## src/rtl/dmem_arbiter.sv

```systemverilog
// Two-port (CPU / debug) round-robin arbiter in front of a single-port data memory,
// with a self-clearing sequence that zeroes every word after reset or on request.
module dmem_arbiter #(
    parameter int ADDR_W = 5,
    parameter int DATA_W = 32
) (
    input  logic              i_Clk,
    input  logic              i_Rst,
    input  logic              i_Clr_Start,
    input  logic              i_Cpu_Req,
    input  logic              i_Cpu_We,
    input  logic [ADDR_W-1:0] i_Cpu_Addr,
    input  logic [DATA_W-1:0] i_Cpu_Wdata,
    output logic              o_Cpu_Gnt,
    output logic              o_Cpu_Valid,
    output logic [DATA_W-1:0] o_Cpu_Rdata,
    input  logic              i_Dbg_Req,
    input  logic              i_Dbg_We,
    input  logic [ADDR_W-1:0] i_Dbg_Addr,
    input  logic [DATA_W-1:0] i_Dbg_Wdata,
    output logic              o_Dbg_Gnt,
    output logic              o_Dbg_Valid,
    output logic [DATA_W-1:0] o_Dbg_Rdata,
    output logic              o_Mem_We,
    output logic [ADDR_W-1:0] o_Mem_Addr,
    output logic [DATA_W-1:0] o_Mem_Wdata,
    input  logic [DATA_W-1:0] i_Mem_Rdata,
    output logic              o_Clr_Busy
);

    typedef enum logic {S_CLEAR, S_ARB} state_t;

    state_t            state_q, state_d;
    logic [ADDR_W-1:0] cnt_q, cnt_d;
    logic              last_dbg_q, last_dbg_d;
    logic              cpu_pend_q, cpu_pend_d;
    logic              dbg_pend_q, dbg_pend_d;

    always_ff @(posedge i_Clk or negedge i_Rst) begin
        if (!i_Rst) begin
            state_q    <= S_CLEAR;
            cnt_q      <= '0;
            last_dbg_q <= 1'b1;
            cpu_pend_q <= 1'b0;
            dbg_pend_q <= 1'b0;
        end else begin
            state_q    <= state_d;
            cnt_q      <= cnt_d;
            last_dbg_q <= last_dbg_d;
            cpu_pend_q <= cpu_pend_d;
            dbg_pend_q <= dbg_pend_d;
        end
    end

    always_comb begin
        state_d     = state_q;
        cnt_d       = cnt_q;
        last_dbg_d  = last_dbg_q;
        cpu_pend_d  = 1'b0;
        dbg_pend_d  = 1'b0;
        o_Cpu_Gnt   = 1'b0;
        o_Dbg_Gnt   = 1'b0;
        o_Mem_We    = 1'b0;
        o_Mem_Addr  = '0;
        o_Mem_Wdata = '0;
        o_Clr_Busy  = 1'b0;
        case (state_q)
            S_CLEAR: begin
                o_Clr_Busy = 1'b1;
                // Reset holds the state in CLEAR; keep the memory untouched meanwhile.
                o_Mem_We   = i_Rst;
                o_Mem_Addr = cnt_q;
                cnt_d      = cnt_q + 1'b1;
                if (cnt_q == '1) state_d = S_ARB;
            end
            default: begin
                if (i_Clr_Start) begin
                    state_d = S_CLEAR;
                    cnt_d   = '0;
                end else begin
                    // On contention the port that did not win last time goes first.
                    o_Cpu_Gnt = i_Cpu_Req & (~i_Dbg_Req | last_dbg_q);
                    o_Dbg_Gnt = i_Dbg_Req & (~i_Cpu_Req | ~last_dbg_q);
                    if (o_Cpu_Gnt) begin
                        o_Mem_We    = i_Cpu_We;
                        o_Mem_Addr  = i_Cpu_Addr;
                        o_Mem_Wdata = i_Cpu_Wdata;
                        cpu_pend_d  = ~i_Cpu_We;
                        last_dbg_d  = 1'b0;
                    end else if (o_Dbg_Gnt) begin
                        o_Mem_We    = i_Dbg_We;
                        o_Mem_Addr  = i_Dbg_Addr;
                        o_Mem_Wdata = i_Dbg_Wdata;
                        dbg_pend_d  = ~i_Dbg_We;
                        last_dbg_d  = 1'b1;
                    end
                end
            end
        endcase
    end

    // Read data returns one cycle after the grant, whatever state we are in by then.
    assign o_Cpu_Valid = cpu_pend_q;
    assign o_Dbg_Valid = dbg_pend_q;
    assign o_Cpu_Rdata = cpu_pend_q ? i_Mem_Rdata : '0;
    assign o_Dbg_Rdata = dbg_pend_q ? i_Mem_Rdata : '0;

endmodule

```

## config.mk

```make
export PLATFORM = sky130hd
export DESIGN_NAME = dmem_arbiter
export DESIGN_NICKNAME = d
export VERILOG_FILES = /design/src/rtl/dmem_arbiter.sv
export SDC_FILE = /design/constraint.sdc
export NUM_CORES = 1
export LEC_CHECK = 0
export ABC_AREA = 1
export CAP_MARGIN = 30
export CORE_MARGIN = 2
export CORE_UTILIZATION = 25
export CTS_CLUSTER_DIAMETER = 200
export DETAILED_ROUTE_END_ITERATION = 8
export PLACE_DENSITY = 0.89
export SLEW_MARGIN = 0
export SYNTH_ARGS = -nofsm -noshare
export SYNTH_HDL_FRONTEND = slang
export SYNTH_SLANG_ARGS = --single-unit
```

## constraint.sdc

```tcl
create_clock -name i_Clk -period 1.5 [get_ports i_Clk]
set_input_delay 0.225 -clock i_Clk [delete_from_list [all_inputs] [get_ports i_Clk]]
set_output_delay 0.225 -clock i_Clk [all_outputs]
set_load 0.05 [all_outputs]
```

==> results of run 1 <==
-- cells by family (layout without fill, tap and decap cells) --
| kind of cell | count (synthesis) | in the layout | share of synthesized area |
|---|---|---|---|
| AO/OA/AOI/OAI | 6 | 6 | 0.0228 |
| flip-flops | 9 | 9 | 0.138 |
| AND/OR/NAND/NOR | 208 | 208 | 0.588 |
| buffers and inverters | 84 | 312 | 0.236 |
| adder cells (fa/ha/maj) | 2 | 2 | 0.0152 |
-- registers in the layout (all words and copies together), names as in the netlist --
| name | cells |
|---|---|
| o_Cpu_Valid | 1 |
| last_dbg_q | 1 |
| cnt_q | 5 |
| o_Dbg_Valid | 1 |
| state_q | 1 |
-- worst paths after layout --
check                                       start                      to  slack (ps)  depth (start not counted)
setup / recovery           last_dbg_q$_DFFE_PN1P_         o_Mem_Wdata[31]        -280                          8
max in group asynchronous                   i_Rst  last_dbg_q$_DFFE_PN1P_         940                          2
hold reg to reg              cnt_q[3]$_DFFE_PN0P_    cnt_q[3]$_DFFE_PN0P_         550                          2
min in group i_Clk                      i_Cpu_Req   o_Cpu_Valid$_DFF_PN0_         490                          3
hold / removal                              i_Rst    cnt_q[1]$_DFFE_PN0P_         340                          2
setup reg to reg             cnt_q[1]$_DFFE_PN0P_    cnt_q[4]$_DFFE_PN0P_         110                          5
-- power breakdown --
part,switching [uW],total (uW),internal [uW]
clock,91.0,276,185
sequential,108,461,353
combinational,1460,2800,1350
total,1660,3540,1880
-- what timing repair did --
item	CTS	global route
pin swaps	4	4
setup buffers	2	0
setup endpoints to repair	40	40
gates resized for setup	18	2
-- worst reg2reg max path, stage by stage (launching register included) --
cell and delay (ps):
dfrtp_1 410, ha_1 210, nand2_1 100, nor2_1 50, ha_1 270, a22o_1 230
-- stage by stage --
step,TNS [ps],total power [uW]
floorplan,-43.4,1710
global placement,-11020,3060
detailed placement,-12410,3140
CTS,-9350,3520
global route,-11600,3690
finish,-9390,3540
-- synthesized netlist by cell type (all sizes together) --
master  instances
clkbuf          6
nand2         180
inv            70
nor3            1
dfrtp           8
dfstp           1
o21ai           3
nor2            8
buf             8
nand3          12
a22o            2
nand4           7
a21oi           1
ha              2
-- layer usage --
layer  vias to the layer above  GRT usage  wire (um)
li1                       1338          -          -
met1                      1296      0.240       3030
met2                       151      0.541       5750
met3                        32     0.0486        714
met4                         0     0.0909        336
met5                         -          0          0
-- layout make-up --
class / instances / area (sq um)
repair buffers: 238 / 3480
flip-flops and latches: 9 / 230
clock buffers: 4 / 45.0
inverters: 70 / 263
fillers: 318 / 1020
well taps: 77 / 96.3
multi-input cells: 216 / 1210
==> impl_metrics.json, run 1 <==
{
  "skew_ps": 0.228,
  "cts_root_buf": "clkbuf_8",
  "routed_via_density": 4.59,
  "die_w_um": 85.1,
  "critPathSlowestCell": "dfstp_2",
  "slew_viol_final": 0,
  "path_buf_inv": 3,
  "detail_route.wl_per_cell_um": 16.0,
  "power_density_mw_per_mm2": 665,
  "nets": 653,
  "critPathKind": "reg -> out",
  "dieArea_sq_mm": 0.00724,
  "drive_gt1_frac": 0.397,
  "rows": 29,
  "die_y_um": 85.1,
  "period_minus_slack_ps": 1780,
  "worst_setup_path_start_kind": "register",
  "core_sq_mm": 0.00635,
  "fin_area_sq_mm": 0.00533,
  "yosysWarnings": 0,
  "gr-total-overflow": 0,
  "synth_area_leaders": "nand2_1, inv_1, dfrtp_1",
  "required_ps": 1270,
  "cts_sinks": 9,
  "synth_fp_nets": 424,
  "first_global_vias": 2946,
  "mostFrequentLayoutCells": "nand2_1, buf_12, clkdlybuf4s50_1",
  "cts_tree": "yes",
  "syn2layout_area_growth_pct": 224,
  "peakVddDrop_v": 0.00140,
  "first_pass_iters": 4,
  "cts_hold_buf": 0,
  "slowest_delay_ps": 540,
  "final_cells": 614,
  "grt.total_usage": 0.258,
  "htreeDepth": 1,
  "crit_chain": "inv_2 -> nand2_8 -> nand2_4 -> nor2_8 -> buf_12 -> nand2_1 -> nand2_2 -> buf_12",
  "path_clk_slew_ps": 40,
  "worst_ep_arrival_time_ps": 1560,
  "grt_start_max_net_pins": 34,
  "ys_seq_elements": 9,
  "drv_cap": 0,
  "setup_viol": 40,
  "start_util": 0.259,
  "insertion_delay_ps": 230,
  "final-hold-violation-count": 0,
  "wirelength_um": 9840,
  "io_buffers": 219,
  "yosysTopAreaCellShare": 0.334,
  "rsz0062_at_grt": "yes",
  "cts_buffers": 3,
  "cp-end-kind": "output pin",
  "place_congestion": 0.937,
  "leakagePower_uw": 0.00275,
  "dp_cells": 608,
  "synth.avg_cell_area_sq_um": 5.32,
  "maxSlewHeadroom": 0.794,
  "place_ws_ps": -343,
  "vias": 2817,
  "violations": "negative setup slack",
  "clockBufferDepth": 2,
  "postRouteAntennaNets": 0,
  "antenna_found_initial": 0,
  "cp_max_fo": 17,
  "diodes": 0,
  "status": "complete, but fails checks",
  "synth_top_area_cell": "nand2_1",
  "tightest_slew_ps": 309,
  "finalCritPeriodShare": 1.19,
  "syn_inst": 309,
  "place_area_sq_mm": 0.00519,
  "grt_pass1_wl_um": 14800,
  "post-route-util": 0.839,
  "cp_common_cell": "buf_12",
  "synth_cell_types": 23,
  "syn_area_sq_mm": 0.00164,
  "critPathTopFamily": "flip-flops",
  "fin_ws_ps": -280,
  "fmax_mhz": 562,
  "ys_seq_area_frac": 0.138,
  "final_common_cell": "nand2_1",
  "hp-class": "in -> async",
  "fin_hold_ws_ps": 344,
  "pin_count": 220,
  "drt-initial-drc-count": 92,
  "dpl.hpwl_um": 8500,
  "drc_errors": 0
}
No activity file was read; power rests on OpenSTA's default activity.
==> inputs of run 2 (changes only) <==
--- a/config.mk
+++ b/config.mk
@@ -7,11 +7,12 @@
 export LEC_CHECK = 0
 export ABC_AREA = 1
 export CAP_MARGIN = 30
-export CORE_MARGIN = 2
-export CORE_UTILIZATION = 25
+export CORE_AREA = 2 2 85 87
+export CTS_BUF_LIST = sky130_fd_sc_hd__clkbuf_4
 export CTS_CLUSTER_DIAMETER = 200
 export DETAILED_ROUTE_END_ITERATION = 8
-export PLACE_DENSITY = 0.89
+export DIE_AREA = 0 0 87 89
+export PLACE_DENSITY = 0.87
 export SLEW_MARGIN = 0
 export SYNTH_ARGS = -nofsm -noshare
 export SYNTH_HDL_FRONTEND = slang
==> run 2 against run 1 <==
Critical path type unchanged. Combinational power is essentially flat. First-iteration DRC count shrank 28%. Fmax shrank 3.9%. Global-route usage shrank 2.7 points. Register-to-register slack gained 30 ps. The run still ends with negative setup slack left. Sequential share of layout area shrank 0.052 points. Final cell count grew 0.81%. Die area grew 7.0%. Power shrank 2.0%. Core utilization shrank 4.1 points. Highest routed layer unchanged. Setup slack lost 73 ps. Sequential power shrank 2%.
==> impl_metrics.json, run 2 (synthesis results as in run 1) <==
{
  "fmax_mhz": 540,
  "rsz0062_at_grt": "yes",
  "cts_root_buf": "clkbuf_4",
  "start_util": 0.245,
  "pin_count": 220,
  "cp_common_cell": "buf_12",
  "drt-initial-drc-count": 66,
  "power_density_mw_per_mm2": 647,
  "cts_hold_buf": 0,
  "place_congestion": 0.839,
  "grt_use_met1": 0.218,
  "first_pass_iters": 5,
  "fin_area_sq_mm": 0.00536,
  "antenna_found_initial": 0,
  "required_ps": 1270,
  "met3_usage": 0.0480,
  "rows": 30,
  "cts_tree": "yes",
  "path_clk_slew_ps": 60,
  "critPathSlowestCell": "dfstp_2",
  "regMostFlops": "cnt_q",
  "grt_util_met2": 0.487,
  "vias": 2790,
  "r2r_cells": 5,
  "first_global_vias": 2899,
  "skew_ps": 6.74,
  "dpl.hpwl_um": 8240,
  "path_depth": 8,
  "slowest_delay_ps": 550,
  "htreeDepth": 1,
  "critPathKind": "reg -> out",
  "setup_viol": 40,
  "clockBufferDepth": 2,
  "place_area_sq_mm": 0.00519,
  "status": "complete, but fails checks",
  "busiest_layer": "met2",
  "io_buffers": 219,
  "tightest_slew_ps": 330,
  "peakVddDrop_v": 0.00105,
  "drc_errors": 0,
  "drive_gt1_frac": 0.416,
  "period_minus_slack_ps": 1850,
  "dieArea_sq_mm": 0.00774,
  "fin_hold_ws_ps": 290,
  "nets": 655,
  "die_w_um": 87,
  "final_common_cell": "buf_12",
  "post-route-util": 0.798,
  "postRouteAntennaNets": 0,
  "worst_ep_arrival_time_ps": 1630,
  "crit_chain": "inv_2 -> nand2_8 -> nand2_4 -> nor2_8 -> buf_12 -> nand2_1 -> nand2_2 -> buf_12",
  "slew_viol_final": 0,
  "mostFrequentLayoutCells": "buf_12, clkdlybuf4s50_1, nand2_1",
  "grt.total_usage": 0.231,
  "insertion_delay_ps": 270,
  "worst_setup_path_start_kind": "register",
  "r2r_slack_ps": 140,
  "gr-total-overflow": 0,
  "cp_max_fo": 13,
  "critPathTopFamily": "flip-flops",
  "detail_route.wl_per_cell_um": 15.7,
  "p_total_uw": 3470,
  "cts_buffers": 3,
  "hp-class": "in -> async",
  "finalCritPeriodShare": 1.24,
  "syn2layout_area_growth_pct": 226,
  "endpoint": "o_Mem_Wdata[31]",
  "wirelength_um": 9720,
  "leakagePower_uw": 0.00278,
  "fin_ws_ps": -353,
  "crit_start": "last_dbg_q$_DFFE_PN1P_",
  "final-hold-violation-count": 0,
  "place_ws_ps": -388,
  "path_buf_inv": 3,
  "routed_via_density": 4.51,
  "r2r_end": "cnt_q[4]$_DFFE_PN0P_",
  "die_y_um": 89,
  "largest_register_ffs": 5,
  "grt_start_max_net_pins": 34,
  "grt_pass1_wl_um": 14100,
  "diodes": 0,
  "cts_sinks": 9,
  "violations": "negative setup slack",
  "cp-end-kind": "output pin",
  "drv_cap": 0,
  "core_sq_mm": 0.00672,
  "maxSlewHeadroom": 0.780,
  "r2r-start": "cnt_q[1]$_DFFE_PN0P_"
}
-- run 2: cell types whose count changed in the layout (fill, tap and decap cells not counted), sizes merged --
cell | previous run | this run
clkdlybuf4s50 | 109 | 111
dlygate4sd2 | 3 | 1
buf | 126 | 127
clkbuf | 4 | 5
-- run 2: worst min-delay path by stage --
stage / slack, ps / end / cells after the start
after floorplan: -70 / cnt_q[0]$_DFFE_PN0P_ / 0
after detailed placement: 530 / cnt_q[4]$_DFFE_PN0P_ / 1
after global placement: 510 / cnt_q[3]$_DFFE_PN0P_ / 2
after global routing: 300 / cnt_q[4]$_DFFE_PN0P_ / 2
final: 290 / state_q$_DFF_PN0_ / 2
after CTS: 280 / cnt_q[4]$_DFFE_PN0P_ / 2
-- run 2: per-layer routing --
metal,part of all wire,vias to the layer above
li1,-,1349
met1,0.33,1260
met2,0.58,154
met3,0.062,27
met4,0.033,0
met5,0,-
-- run 2: metrics by stage --
stage / cells / setup TNS [ps]
floorplan: 309 / -43.4
global placement: 612 / -10960
detailed placement: 612 / -12980
CTS: 617 / -12440
global route: 619 / -14890
finish: 619 / -12280
-- run 2: layout make-up --
class	instances	area, sq um
fill	374	1360
inverter	70	263
sequential	9	229
clock buffer	4	30.0
multi-input combinational	216	1210
timing repair buffer	240	3530
tap	80	100
-- run 2: what timing repair did --
item / in CTS / in global routing
setup buffers: 1 / 0
endpoints found under the setup margin: 40 / 40
gates resized for setup: 22 / 3
gates cloned: 0 / 2
endpoints found under the hold margin: 0 / 0
pin swaps: 7 / 2
-- run 2: where the power goes --
part	switching [uW]	total, uW	internal, uW
Clock	88.0	209	121
Sequential	100	451	350
Combinational	1450	2810	1360
Total	1640	3470	1830
==> inputs of run 3 (changes only) <==
--- a/config.mk
+++ b/config.mk
@@ -7,12 +7,12 @@
 export LEC_CHECK = 0
 export ABC_AREA = 1
 export CAP_MARGIN = 30
-export CORE_AREA = 2 2 85 87
+export CORE_MARGIN = 3
+export CORE_UTILIZATION = 26
 export CTS_BUF_LIST = sky130_fd_sc_hd__clkbuf_4
 export CTS_CLUSTER_DIAMETER = 200
 export DETAILED_ROUTE_END_ITERATION = 8
-export DIE_AREA = 0 0 87 89
-export PLACE_DENSITY = 0.87
+export PLACE_DENSITY = 0.92
 export SLEW_MARGIN = 0
 export SYNTH_ARGS = -nofsm -noshare
 export SYNTH_HDL_FRONTEND = slang
==> run 3 against run 2 <==
Combinational power rose by 1%. Largest power group unchanged. Final area decreased by 0.68%. Critical path type unchanged. The flow still finishes with violations (negative setup slack). Non-clock buffer count fell by 1.
==> impl_metrics.json, run 3 (synthesis results as in run 1) <==
{
  "status": "complete, but fails checks",
  "violations": "negative setup slack",
  "insertion_delay_ps": 260,
  "place_congestion": 0.893,
  "setup_viol": 40,
  "cts_buffers": 3,
  "post-route-util": 0.884,
  "diodes": 0,
  "critPathKind": "reg -> out",
  "rows": 28,
  "cts_root_buf": "clkbuf_4",
  "postRouteAntennaNets": 0,
  "wirelength_um": 11000,
  "leakagePower_uw": 0.00276,
  "mostFrequentLayoutCells": "buf_12, clkdlybuf4s50_1, nand2_1",
  "power_density_mw_per_mm2": 658,
  "routed_via_density": 4.66,
  "path_clk_slew_ps": 60,
  "core_sq_mm": 0.00603,
  "dpl.hpwl_um": 9170,
  "place_ws_ps": -358,
  "tightest_slew_ps": 234,
  "drv_cap": 0,
  "crit_start": "last_dbg_q$_DFFE_PN1P_",
  "cts_tree": "yes",
  "syn2layout_area_growth_pct": 224,
  "hp-class": "in -> async",
  "rsz0062_at_grt": "yes",
  "final-hold-violation-count": 0,
  "first_global_vias": 2986,
  "grt.total_usage": 0.287,
  "nFillCells": 263,
  "pin_count": 220,
  "die_w_um": 85.5,
  "slew_viol_final": 0,
  "grt_start_max_net_pins": 34,
  "cp-end-kind": "output pin",
  "fin_ws_ps": -330,
  "regMostFlops": "cnt_q",
  "r2r-start": "cnt_q[1]$_DFFE_PN0P_",
  "dieArea_sq_mm": 0.00731,
  "drc_errors": 0,
  "htreeDepth": 1,
  "maxSlewHeadroom": 0.843,
  "antenna_found_initial": 0,
  "start_util": 0.273,
  "finalCritPeriodShare": 1.22,
  "peakVddDrop_v": 0.00126,
  "drive_gt1_frac": 0.422,
  "gr-total-overflow": 0,
  "place_area_sq_mm": 0.00519,
  "clockBufferDepth": 2,
  "skew_ps": 1.48,
  "setup-tns-final_ps": -11550,
  "cts_sinks": 9,
  "fin_area_sq_mm": 0.00533,
  "largest_register_ffs": 5,
  "fmax_mhz": 546,
  "cp_max_fo": 16,
  "required_ps": 1270,
  "worst_ep_arrival_time_ps": 1600,
  "io_buffers": 219,
  "drt-initial-drc-count": 108,
  "final_common_cell": "buf_12",
  "period_minus_slack_ps": 1830,
  "worst_setup_path_start_kind": "register",
  "grt_pass1_wl_um": 16400,
  "nets": 654,
  "first_pass_iters": 4,
  "detail_route.wl_per_cell_um": 18.0,
  "die_y_um": 85.5,
  "vias": 2857
}
-- run 3: per-layer routing --
layer / vias up / wire length (um) / track usage
met2: 152 / 6390 / 0.580
met3: 34 / 759 / 0.0596
met1: 1329 / 3490 / 0.288
li1: 1342 / - / -
met5: - / 0 / 0
met4: 0 / 388 / 0.0906
-- run 3: what timing repair did --
item                                    in CTS  in global routing
setup buffers                                1                  0
endpoints found under the setup margin      40                 40
hold buffers                                 0                  0
gates resized for setup                     18                 11
pin swaps                                   10                  2
-- run 3: cell type report --
class / instances / area (sq um) / share of cell area
clock buffer: 4 / 30.0 / 0.00564
sequential: 9 / 229 / 0.0430
multi-input combinational: 216 / 1230 / 0.231
inverter: 70 / 263 / 0.0493
tap: 75 / 93.8 / 0.0176
timing repair buffer: 239 / 3480 / 0.654
-- run 3: critical path, cell delays in order (launching register included) --
cell and delay (ps):
dfstp_2 540, inv_2 70, nand2_8 60, nand2_4 60, nor2_8 130, buf_12 180, nand2_2 80, nand2_2 90
buf_12 140
-- run 3: power breakdown --
part / internal, uW / switching (uW) / total, uW
clock: 120 / 81.7 / 202
combinational: 1350 / 1500 / 2850
sequential: 350 / 98.3 / 449
-- run 3: final timing paths --
kind / cells past startpoint / to / slack [ps]
min in group i_Clk: 3 / o_Cpu_Valid$_DFF_PN0_ / 490
worst min register to register: 2 / cnt_q[3]$_DFFE_PN0P_ / 560
worst min-delay path: 2 / cnt_q[2]$_DFFE_PN0P_ / 290
worst max-delay path: 8 / o_Mem_Wdata[17] / -330
worst max register to register: 5 / cnt_q[4]$_DFFE_PN0P_ / 60
max in group asynchronous: 2 / last_dbg_q$_DFFE_PN1P_ / 990
-- run 3: per-stage QoR --
stage                     hold WS [ps]  std cells  power, uW
after floorplan                  -70.6        309       1710
after global placement             506        608       3090
after detailed placement           537        608       3200
after CTS                          292        613       3480
after global routing               325        613       3650
final                              295        613       3500
